[src/rtl/loader_pkg.sv]
// Shared types and constants for the external-SRAM burst loader.
package loader_pkg;

  typedef enum logic [2:0] {
    IDLE    = 3'd0,
    ACCESS  = 3'd1,
    CAPTURE = 3'd2,
    WRITE   = 3'd3,
    DONE    = 3'd4
  } loaderState_e;

  localparam int CHECKSUM_W = 16;

endpackage

[src/rtl/ext_ram_burst_loader_access_timer.sv]
// Countdown that sets how many cycles one external read access lasts.
module access_timer #(
  parameter int CNT_W = 4
) (
  input  logic             clk,
  input  logic             resetB,
  input  logic             load,
  input  logic [CNT_W-1:0] loadValue,
  output logic             expire
);

  logic [CNT_W-1:0] count;

  // Reload on entry to an access; otherwise count down and rest at zero.
  always_ff @(posedge clk or negedge resetB) begin
    if (!resetB) begin
      count <= {CNT_W{1'b0}};
    end else if (load) begin
      count <= loadValue;
    end else if (count != {CNT_W{1'b0}}) begin
      count <= count - {{(CNT_W-1){1'b0}}, 1'b1};
    end else begin
      count <= count;
    end
  end

  assign expire = (count == {CNT_W{1'b0}});

endmodule

[src/rtl/ext_ram_burst_loader.sv]
// Copies a burst of words from external asynchronous SRAM into an internal RAM.
// Define LOADER_CHECKSUM_EN to add a 16-bit running checksum output.
module ext_ram_burst_loader
  import loader_pkg::*;
#(
  parameter int ADDR_W      = 19,
  parameter int DATA_W      = 8,
  parameter int INT_ADDR_W  = 10,
  parameter int WAIT_CYCLES = 2
) (
  input  logic                  clk,
  input  logic                  resetB,
  input  logic                  start,
  input  logic [ADDR_W-1:0]     srcAddr,
  input  logic [INT_ADDR_W-1:0] dstAddr,
  input  logic [INT_ADDR_W:0]   length,
  output logic                  busy,
  output logic                  done,
`ifdef LOADER_CHECKSUM_EN
  output logic [CHECKSUM_W-1:0] checksum,
`endif
  output logic                  externalRamCEB,
  output logic                  externalRamWEB,
  output logic                  externalRamOEB,
  output logic [ADDR_W-1:0]     externalRamAddress,
  input  logic [DATA_W-1:0]     externalRamReadData,
  output logic [INT_ADDR_W-1:0] internalRamAddress,
  output logic [DATA_W-1:0]     internalRamWdata,
  output logic                  internalRamCEB,
  output logic                  internalRamWEB
);

  loaderState_e          state;
  loaderState_e          nextState;
  logic [INT_ADDR_W:0]   remaining;
  logic                  timerLoad;
  logic                  timerExpire;

  access_timer #(.CNT_W(4)) uAccessTimer (
    .clk       (clk),
    .resetB    (resetB),
    .load      (timerLoad),
    .loadValue (4'(WAIT_CYCLES - 1)),
    .expire    (timerExpire)
  );

  // Next-state decode; the timer is reloaded on every entry into ACCESS.
  always_comb begin
    nextState = state;
    timerLoad = 1'b0;
    case (state)
      IDLE: begin
        if (start) begin
          if (length != {(INT_ADDR_W+1){1'b0}}) begin
            nextState = ACCESS;
            timerLoad = 1'b1;
          end else begin
            nextState = DONE;
          end
        end else begin
          nextState = IDLE;
        end
      end
      ACCESS: begin
        if (timerExpire) begin
          nextState = CAPTURE;
        end else begin
          nextState = ACCESS;
        end
      end
      CAPTURE: nextState = WRITE;
      WRITE: begin
        if (remaining != (INT_ADDR_W+1)'(1)) begin
          nextState = ACCESS;
          timerLoad = 1'b1;
        end else begin
          nextState = DONE;
        end
      end
      DONE:    nextState = IDLE;
      default: nextState = IDLE;
    endcase
  end

  // State, datapath and strobes; outputs are decoded from nextState so they are registered.
  always_ff @(posedge clk or negedge resetB) begin
    if (!resetB) begin
      state              <= IDLE;
      busy               <= 1'b0;
      done               <= 1'b0;
      externalRamCEB     <= 1'b1;
      externalRamOEB     <= 1'b1;
      internalRamCEB     <= 1'b1;
      internalRamWEB     <= 1'b1;
      externalRamAddress <= {ADDR_W{1'b0}};
      internalRamAddress <= {INT_ADDR_W{1'b0}};
      internalRamWdata   <= {DATA_W{1'b0}};
      remaining          <= {(INT_ADDR_W+1){1'b0}};
    end else begin
      state          <= nextState;
      busy           <= (nextState != IDLE);
      done           <= (nextState == DONE);
      externalRamCEB <= !((nextState == ACCESS) || (nextState == CAPTURE));
      externalRamOEB <= !((nextState == ACCESS) || (nextState == CAPTURE));
      internalRamCEB <= (nextState != WRITE);
      internalRamWEB <= (nextState != WRITE);
      if ((state == IDLE) && start) begin
        externalRamAddress <= srcAddr;
        internalRamAddress <= dstAddr;
        remaining          <= length;
      end else if (state == WRITE) begin
        externalRamAddress <= externalRamAddress + ADDR_W'(1);
        internalRamAddress <= internalRamAddress + INT_ADDR_W'(1);
        remaining          <= remaining - (INT_ADDR_W+1)'(1);
      end else begin
        externalRamAddress <= externalRamAddress;
        internalRamAddress <= internalRamAddress;
        remaining          <= remaining;
      end
      if (state == CAPTURE) begin
        internalRamWdata <= externalRamReadData;
      end else begin
        internalRamWdata <= internalRamWdata;
      end
    end
  end

  assign externalRamWEB = 1'b1;

`ifdef LOADER_CHECKSUM_EN
  // Running sum of written words; held from DONE until the next accepted start.
  always_ff @(posedge clk or negedge resetB) begin
    if (!resetB) begin
      checksum <= {CHECKSUM_W{1'b0}};
    end else if ((state == IDLE) && start) begin
      checksum <= {CHECKSUM_W{1'b0}};
    end else if (state == WRITE) begin
      checksum <= checksum + CHECKSUM_W'(internalRamWdata);
    end else begin
      checksum <= checksum;
    end
  end
`endif

endmodule

[config.mk]
export PLATFORM = sky130hd
export DESIGN_NAME = ext_ram_burst_loader
export DESIGN_NICKNAME = d
export VERILOG_FILES = /design/src/rtl/loader_pkg.sv /design/src/rtl/ext_ram_burst_loader_access_timer.sv /design/src/rtl/ext_ram_burst_loader.sv
export SDC_FILE = /design/constraint.sdc
export NUM_CORES = 1
export LEC_CHECK = 0
export CAP_MARGIN = 30
export CORE_MARGIN = 2
export CORE_UTILIZATION = 30
export CTS_CLUSTER_DIAMETER = 40
export DETAILED_ROUTE_END_ITERATION = 10
export GPL_TIMING_DRIVEN = 0
export HOLD_SLACK_MARGIN = 0.02
export PLACE_DENSITY = 0.54
export SYNTH_ARGS = -nofsm -noshare
export SYNTH_HDL_FRONTEND = slang
export SYNTH_SLANG_ARGS = --single-unit
[constraint.sdc]
create_clock -name clk -period 1.46 [get_ports clk]
set_input_delay 0.365 -clock clk [delete_from_list [all_inputs] [get_ports clk]]
set_output_delay 0.365 -clock clk [all_outputs]
set_load 0.02 [all_outputs]
==> impl_metrics.tcl, run 1 <==
set metrics [dict create \
    outcome "complete, but fails checks" \
    violations "negative setup slack" \
    hold_path.class "in2async" \
    crit_required_ns 1.68 \
    crit_chain "buf_6 -> or4b_4 -> buf_12 -> o211ai_1 -> o311ai_1" \
    final_common_cell "clkdlybuf4s50_1" \
    relSlewSlack_pct 47.85 \
    worst_slack_ns -0.2180 \
    finalPower_mw 10.85 \
    ios 95 \
    cp_slowest_stage_delay_ns 0.62 \
    power.leakage_nw 2.250 \
    numPortBuffers 93 \
    slew_viol_final 0 \
    antenna_found_initial 0 \
    crit_slowest_cell "or4b_4" \
    power_density_mw_per_mm2 1981 \
    core_mm2 0.01028 \
    clk_latency_ns 0.35 \
    syn2layout_area_growth_pct 72.49 \
    track_usage_pct 19.80 \
    syn_inst 330 \
    firstDrtPassIters 5 \
    rsz0062_at_grt "true" \
    dp.final_hpwl_um 6732 \
    rr_startpoint "state[2]" \
    root_buffer "clkbuf_8" \
    drt_iter0_drc 197 \
    gp_congestion 0.7982 \
    vdd_ir_drop_max_mv 0.7846 \
    fin_skew_ns 0.009929 \
    layout_common_cells "clkdlybuf4s50_1, nand2_1, dfrtp_1, buf_4, buf_6" \
    cts_tree "yes" \
    maxCapViolations 0 \
    synth-async-reset-ratio_pct 100.0 \
    clock_sinks 59 \
    startpoint "state[2]" \
    rows 37 \
    antenna_left 0 \
    n_antenna_cell 0 \
    viasPerCell 5.266 \
    yosys_warnings 0 \
    vias 3323 \
    ys_seq_elements 59 \
    dieArea_mm2 0.01142 \
    grt_overflow 0 \
    start_util_pct 30.89 \
    hold_buffers 0 \
    critPathCaptureType "flip-flop" \
    die_y_um 106.9 \
    ys.flop_type "dfrtp_1" \
    clk_path_buf_depth 2 \
    final-setup-viol-count 48 \
    cts_made_buffers 9 \
    synth_edf_count 0 \
    drt_wl_total_um 11340 \
    path_clk_slew_ns 0.07 \
    crit_family "simple AND/OR/NAND/NOR gates" \
    cts-htree-levels 3 \
    cp_max_fo 7 \
    wl_per_cell_um 17.97 \
    final_cells 631 \
    grt_max_degree 60 \
    netlist-cell-type-count 52 \
    synth.area.top_cells "dfrtp_1, nand2_1, o211ai_1" \
    critPathBufInv 2 \
    layout.nets 546 \
    yosysTopAreaCell "dfrtp_1" \
    grt_pass1_wl_um 17340 \
    critPathLaunchType "flip-flop" \
    drc 0 \
    grt_pass1_vias 3244 \
    timing.final.crit_share_pct 114.9 \
    finalHoldViolations 0 \
    arrival_ns 1.89 \
    max_freq_mhz 595.9 \
    netlist_area_mm2 0.003174 \
    syn-num-nets 386 \
    tightest_slew_ns 0.7822 \
    synth_seq_area_share_pct 46.59 \
    placed_cells 559 \
    critPathKind "reg2reg" \
    layout-drive-gt1-share_pct 42.22 \
    finalCriticalPeriod_ns 1.678 \
    synth_top_area_share_pct 44.93 \
    syn_avg_cell_area_um2 9.619 \
    die_w_um 106.9 \
]
==> flip-flops by register name (all words and copies together) (netlist names) <==
signal and cells:
internalRamWEB 1, uAccessTimer.count 4, remaining 11, externalRamOEB 1, busy 1, externalRamAddress 19, done 1, state 3
internalRamWdata 8, internalRamAddress 10
==> final timing paths <==
kind | to | slack [ns] | cells after the start
hold / removal | uAccessTimer.count[0] | 0.09 | 1
hold reg to reg | internalRamWdata[7] | 0.50 | 1
max in group asynchronous | externalRamAddress[1] | 0.79 | 1
setup / recovery | externalRamAddress[17] | -0.22 | 5
min in group clk | internalRamWdata[7] | 0.50 | 1
setup reg to reg | externalRamAddress[17] | -0.22 | 5
==> synthesized netlist by cell type (all sizes together), types with 3 or more instances <==
master,n
xor2,3
nor3,8
or3,3
and2,3
a22oi,3
and3,3
o211ai,13
dfrtp,57
and4,3
o21ai,17
or4,4
nor2,23
buf,19
inv,8
xnor2,5
nand3b,4
mux2,8
a221o,4
ha,5
nand2,52
o311ai,11
nor4,5
a21oi,7
nand2b,3
nand3,19
nand4,11
==> metrics by stage <==
step           area (µm²)  utilization, %  hold WS [ns]  TNS, ns  worst slack [ns]
2_1_floorplan        3242               -       0.06941   -1.311           -0.1358
3_5_place_dp         4340           42.23        0.4948   -26.58           -0.6568
6_report             5475           53.27       0.08641   -6.173           -0.2180
3_3_place_gp         4343           42.26        0.4907  -144.72            -2.256
4_1_cts              5401           52.56        0.1276   -4.930           -0.2036
5_1_grt              5475           53.27        0.1534   -9.045           -0.2707
==> kinds of logic after synthesis <==
kind of cell | synth area share [%]
AO/OA/AOI/OAI | 15.81
XOR/XNOR | 2.207
adder cells (fa/ha/maj) | 1.971
buffers and inverters | 5.361
flip-flops | 46.59
multiplexers | 3.469
other | 0.1181
AND/OR/NAND/NOR | 24.48
==> metal layers <==
metal,share of wire (%),vias up,track usage (%)
met2,50,127,33.71
met4,3.7,0,8.256
met3,5.9,29,3.891
met5,0,-,0
met1,40,1621,24.48
li1,-,1546,-
==> what timing repair did <==
item,CTS,global route
buffers inserted,46,8
gates cloned,5,0
pin swaps,49,21
endpoints found under the setup margin,99,75
gates resized for setup,214,41
==> cell type report <==
type                       count  area (µm²)
inverter                       8       30.03
buffer                        18       230.2
fill                         953        4802
timing repair buffer         151        1454
multi-input combinational    243        1853
tap                          136       170.2
sequential                    59        1500
clock inverter                 3       68.82
clock buffer                  13       168.9
==> where the power goes <==
group          switching [mW]  total [mW]  internal [mW]
clock network           0.686        1.79           1.11
logic                    2.84        5.74           2.90
registers               0.884        3.32           2.43
(Power assumes the default switching activity.)
==> run 2: changes to the inputs <==
CORE_UTILIZATION = 43   (was 30)
PLACE_DENSITY = 0.74   (was 0.54)
==> impl_metrics.tcl, run 2 (synthesis results as in run 1) <==
set metrics [dict create \
    holdWs_ns 0.03460 \
    path_clk_slew_ns 0.07 \
    track_usage_pct 30.41 \
    root_buffer "clkbuf_8" \
    max_freq_mhz 556.4 \
    tightest_slew_ns 0.6279 \
    numPortBuffers 93 \
    regMostFlops "externalRamAddress" \
    die_y_um 89.92 \
    antenna_found_initial 0 \
    grt_pass1_wl_um 19320 \
    clk_path_buf_depth 2 \
    fin_skew_ns 0.007764 \
    final_common_cell "buf_4" \
    n_antenna_cell 0 \
    grt_max_degree 35 \
    critPathLaunchType "flip-flop" \
    final_util_pct 77.75 \
    arrival_ns 2.00 \
    preCtsSetupSlack_ns -0.5708 \
    layout-drive-gt1-share_pct 44.57 \
    critPathKind "reg2reg" \
    syn2layout_area_growth_pct 76.70 \
    firstDrtPassIters 5 \
    grt_overflow 0 \
    finalCriticalPeriod_ns 1.797 \
    drc 0 \
    worst_slack_ns -0.3374 \
    relSlewSlack_pct 58.14 \
    clk_latency_ns 0.35 \
    layout_common_cells "buf_4, nand2_1, clkdlybuf4s50_1, dfrtp_1, buf_6" \
    layout.nets 567 \
    final-setup-viol-count 57 \
    vdd_ir_drop_max_mv 1.149 \
    ios 95 \
    drt_iter0_drc 305 \
    wl_per_cell_um 21.71 \
    finalHoldViolations 0 \
    maxCapViolations 0 \
    clock_sinks 59 \
    largest_reg_flops 19 \
    viasPerCell 6.159 \
    start_util_pct 44.00 \
    critPathCaptureType "flip-flop" \
    cts_tree "yes" \
    crit_slowest_cell "dfrtp_1" \
    violations "negative setup slack" \
    cp_max_fo 5 \
    die_w_um 89.92 \
    largestRegisters "externalRamAddress: 19 flops, remaining: 11 flops, internalRamAddress: 10 flops" \
    crit_required_ns 1.67 \
    cp_slowest_stage_delay_ns 0.42 \
    vias 3788 \
    crit_top_cell "buf_6" \
    gp_congestion 0.8559 \
    cts-htree-levels 3 \
    crit_chain "buf_6 -> nor4b_4 -> buf_6 -> nor2_4 -> buf_6 -> a222oi_1 -> nand3_1" \
    reg2reg_depth 7 \
    dp.final_hpwl_um 6566 \
    antenna_left 0 \
    outcome "complete, but fails checks" \
    finalPower_mw 11.20 \
    dieArea_mm2 0.008086 \
    core_mm2 0.007214 \
    slew_viol_final 0 \
    timing.final.crit_share_pct 123.1 \
    rsz0062_at_grt "true" \
    grt_pass1_vias 3671 \
    power.leakage_nw 2.402 \
    cts_made_buffers 9 \
    hold_path.class "in2async" \
    rows 31 \
    power_density_mw_per_mm2 1997 \
    drt_wl_total_um 13350 \
]
-- run 2: changes by cell type in the layout (fill, tap and decap cells not counted), moves of 4 or more --
| cell | change |
|---|---|
| nor2_2 | +5 |
| buf_4 | +21 |
| mux2_2 | -5 |
| clkdlybuf4s50_1 | -5 |
| nor2_1 | -4 |
| nand2_2 | -5 |
| mux2_4 | +5 |
-- run 2: area by class of cell --
type                    count  area [µm²]
multi-input cells         243        1897
repair buffers            173        1655
fillers                   445        1605
flip-flops and latches     59        1499
plain buffers              17       216.5
clock buffers              14       152.6
well taps                  99       123.9
clock inverters             2       35.03
inverters                   8       30.03
-- run 2: metal layers --
metal | up-vias | track usage [%] | wire length (µm)
met5 | - | 0 | 0
met4 | 0 | 12.95 | 653
met3 | 76 | 8.298 | 1131
met2 | 265 | 51.96 | 6643
met1 | 1857 | 36.20 | 4926
li1 | 1590 | - | -
-- run 2: worst max-delay path: cells and delay by family, from the launching register on --
kind                   cells  cell delay (ns)
buffers and inverters      3             0.42
AND/OR/NAND/NOR            3             0.50
AO/OA/AOI/OAI              1             0.31
flip-flops                 1             0.42
-- run 2: per-stage QoR --
stage               TNS (ns)  std cells  area, µm²
floorplan             -1.311        330       3242
global placement     -137.74        522       4297
detailed placement    -25.10        523       4312
CTS                   -4.262        593       5404
global route          -12.18        615       5609
finish                -10.55        615       5609
-- run 2: path summary, 6_finish.rpt --
kind                                          start                endpoint  slack [ns]
worst max-delay path                       state[1]  externalRamAddress[18]       -0.34
worst min-delay path                         resetB   internalRamAddress[2]        0.03
worst max register to register             state[1]  externalRamAddress[18]       -0.34
worst min register to register  internalRamWdata[2]     internalRamWdata[2]        0.50
max in group asynchronous                    resetB          externalRamOEB        0.76
min in group clk                          length[1]            remaining[1]        0.32
-- run 2: power by group --
part | switching (mW) | total [mW] | internal, mW
clock | 0.672 | 1.51 | 0.836
sequential | 0.969 | 3.40 | 2.43
combinational | 3.14 | 6.30 | 3.16
-- run 2: timing repair --
action / 4_1_cts / 5_1_grt
pin swaps: 41 / 28
setup endpoints to repair: 99 / 79
cloned: 9 / 0
buffers inserted: 46 / 28
hold buffers: 0 / 0
gates resized for setup: 216 / 51
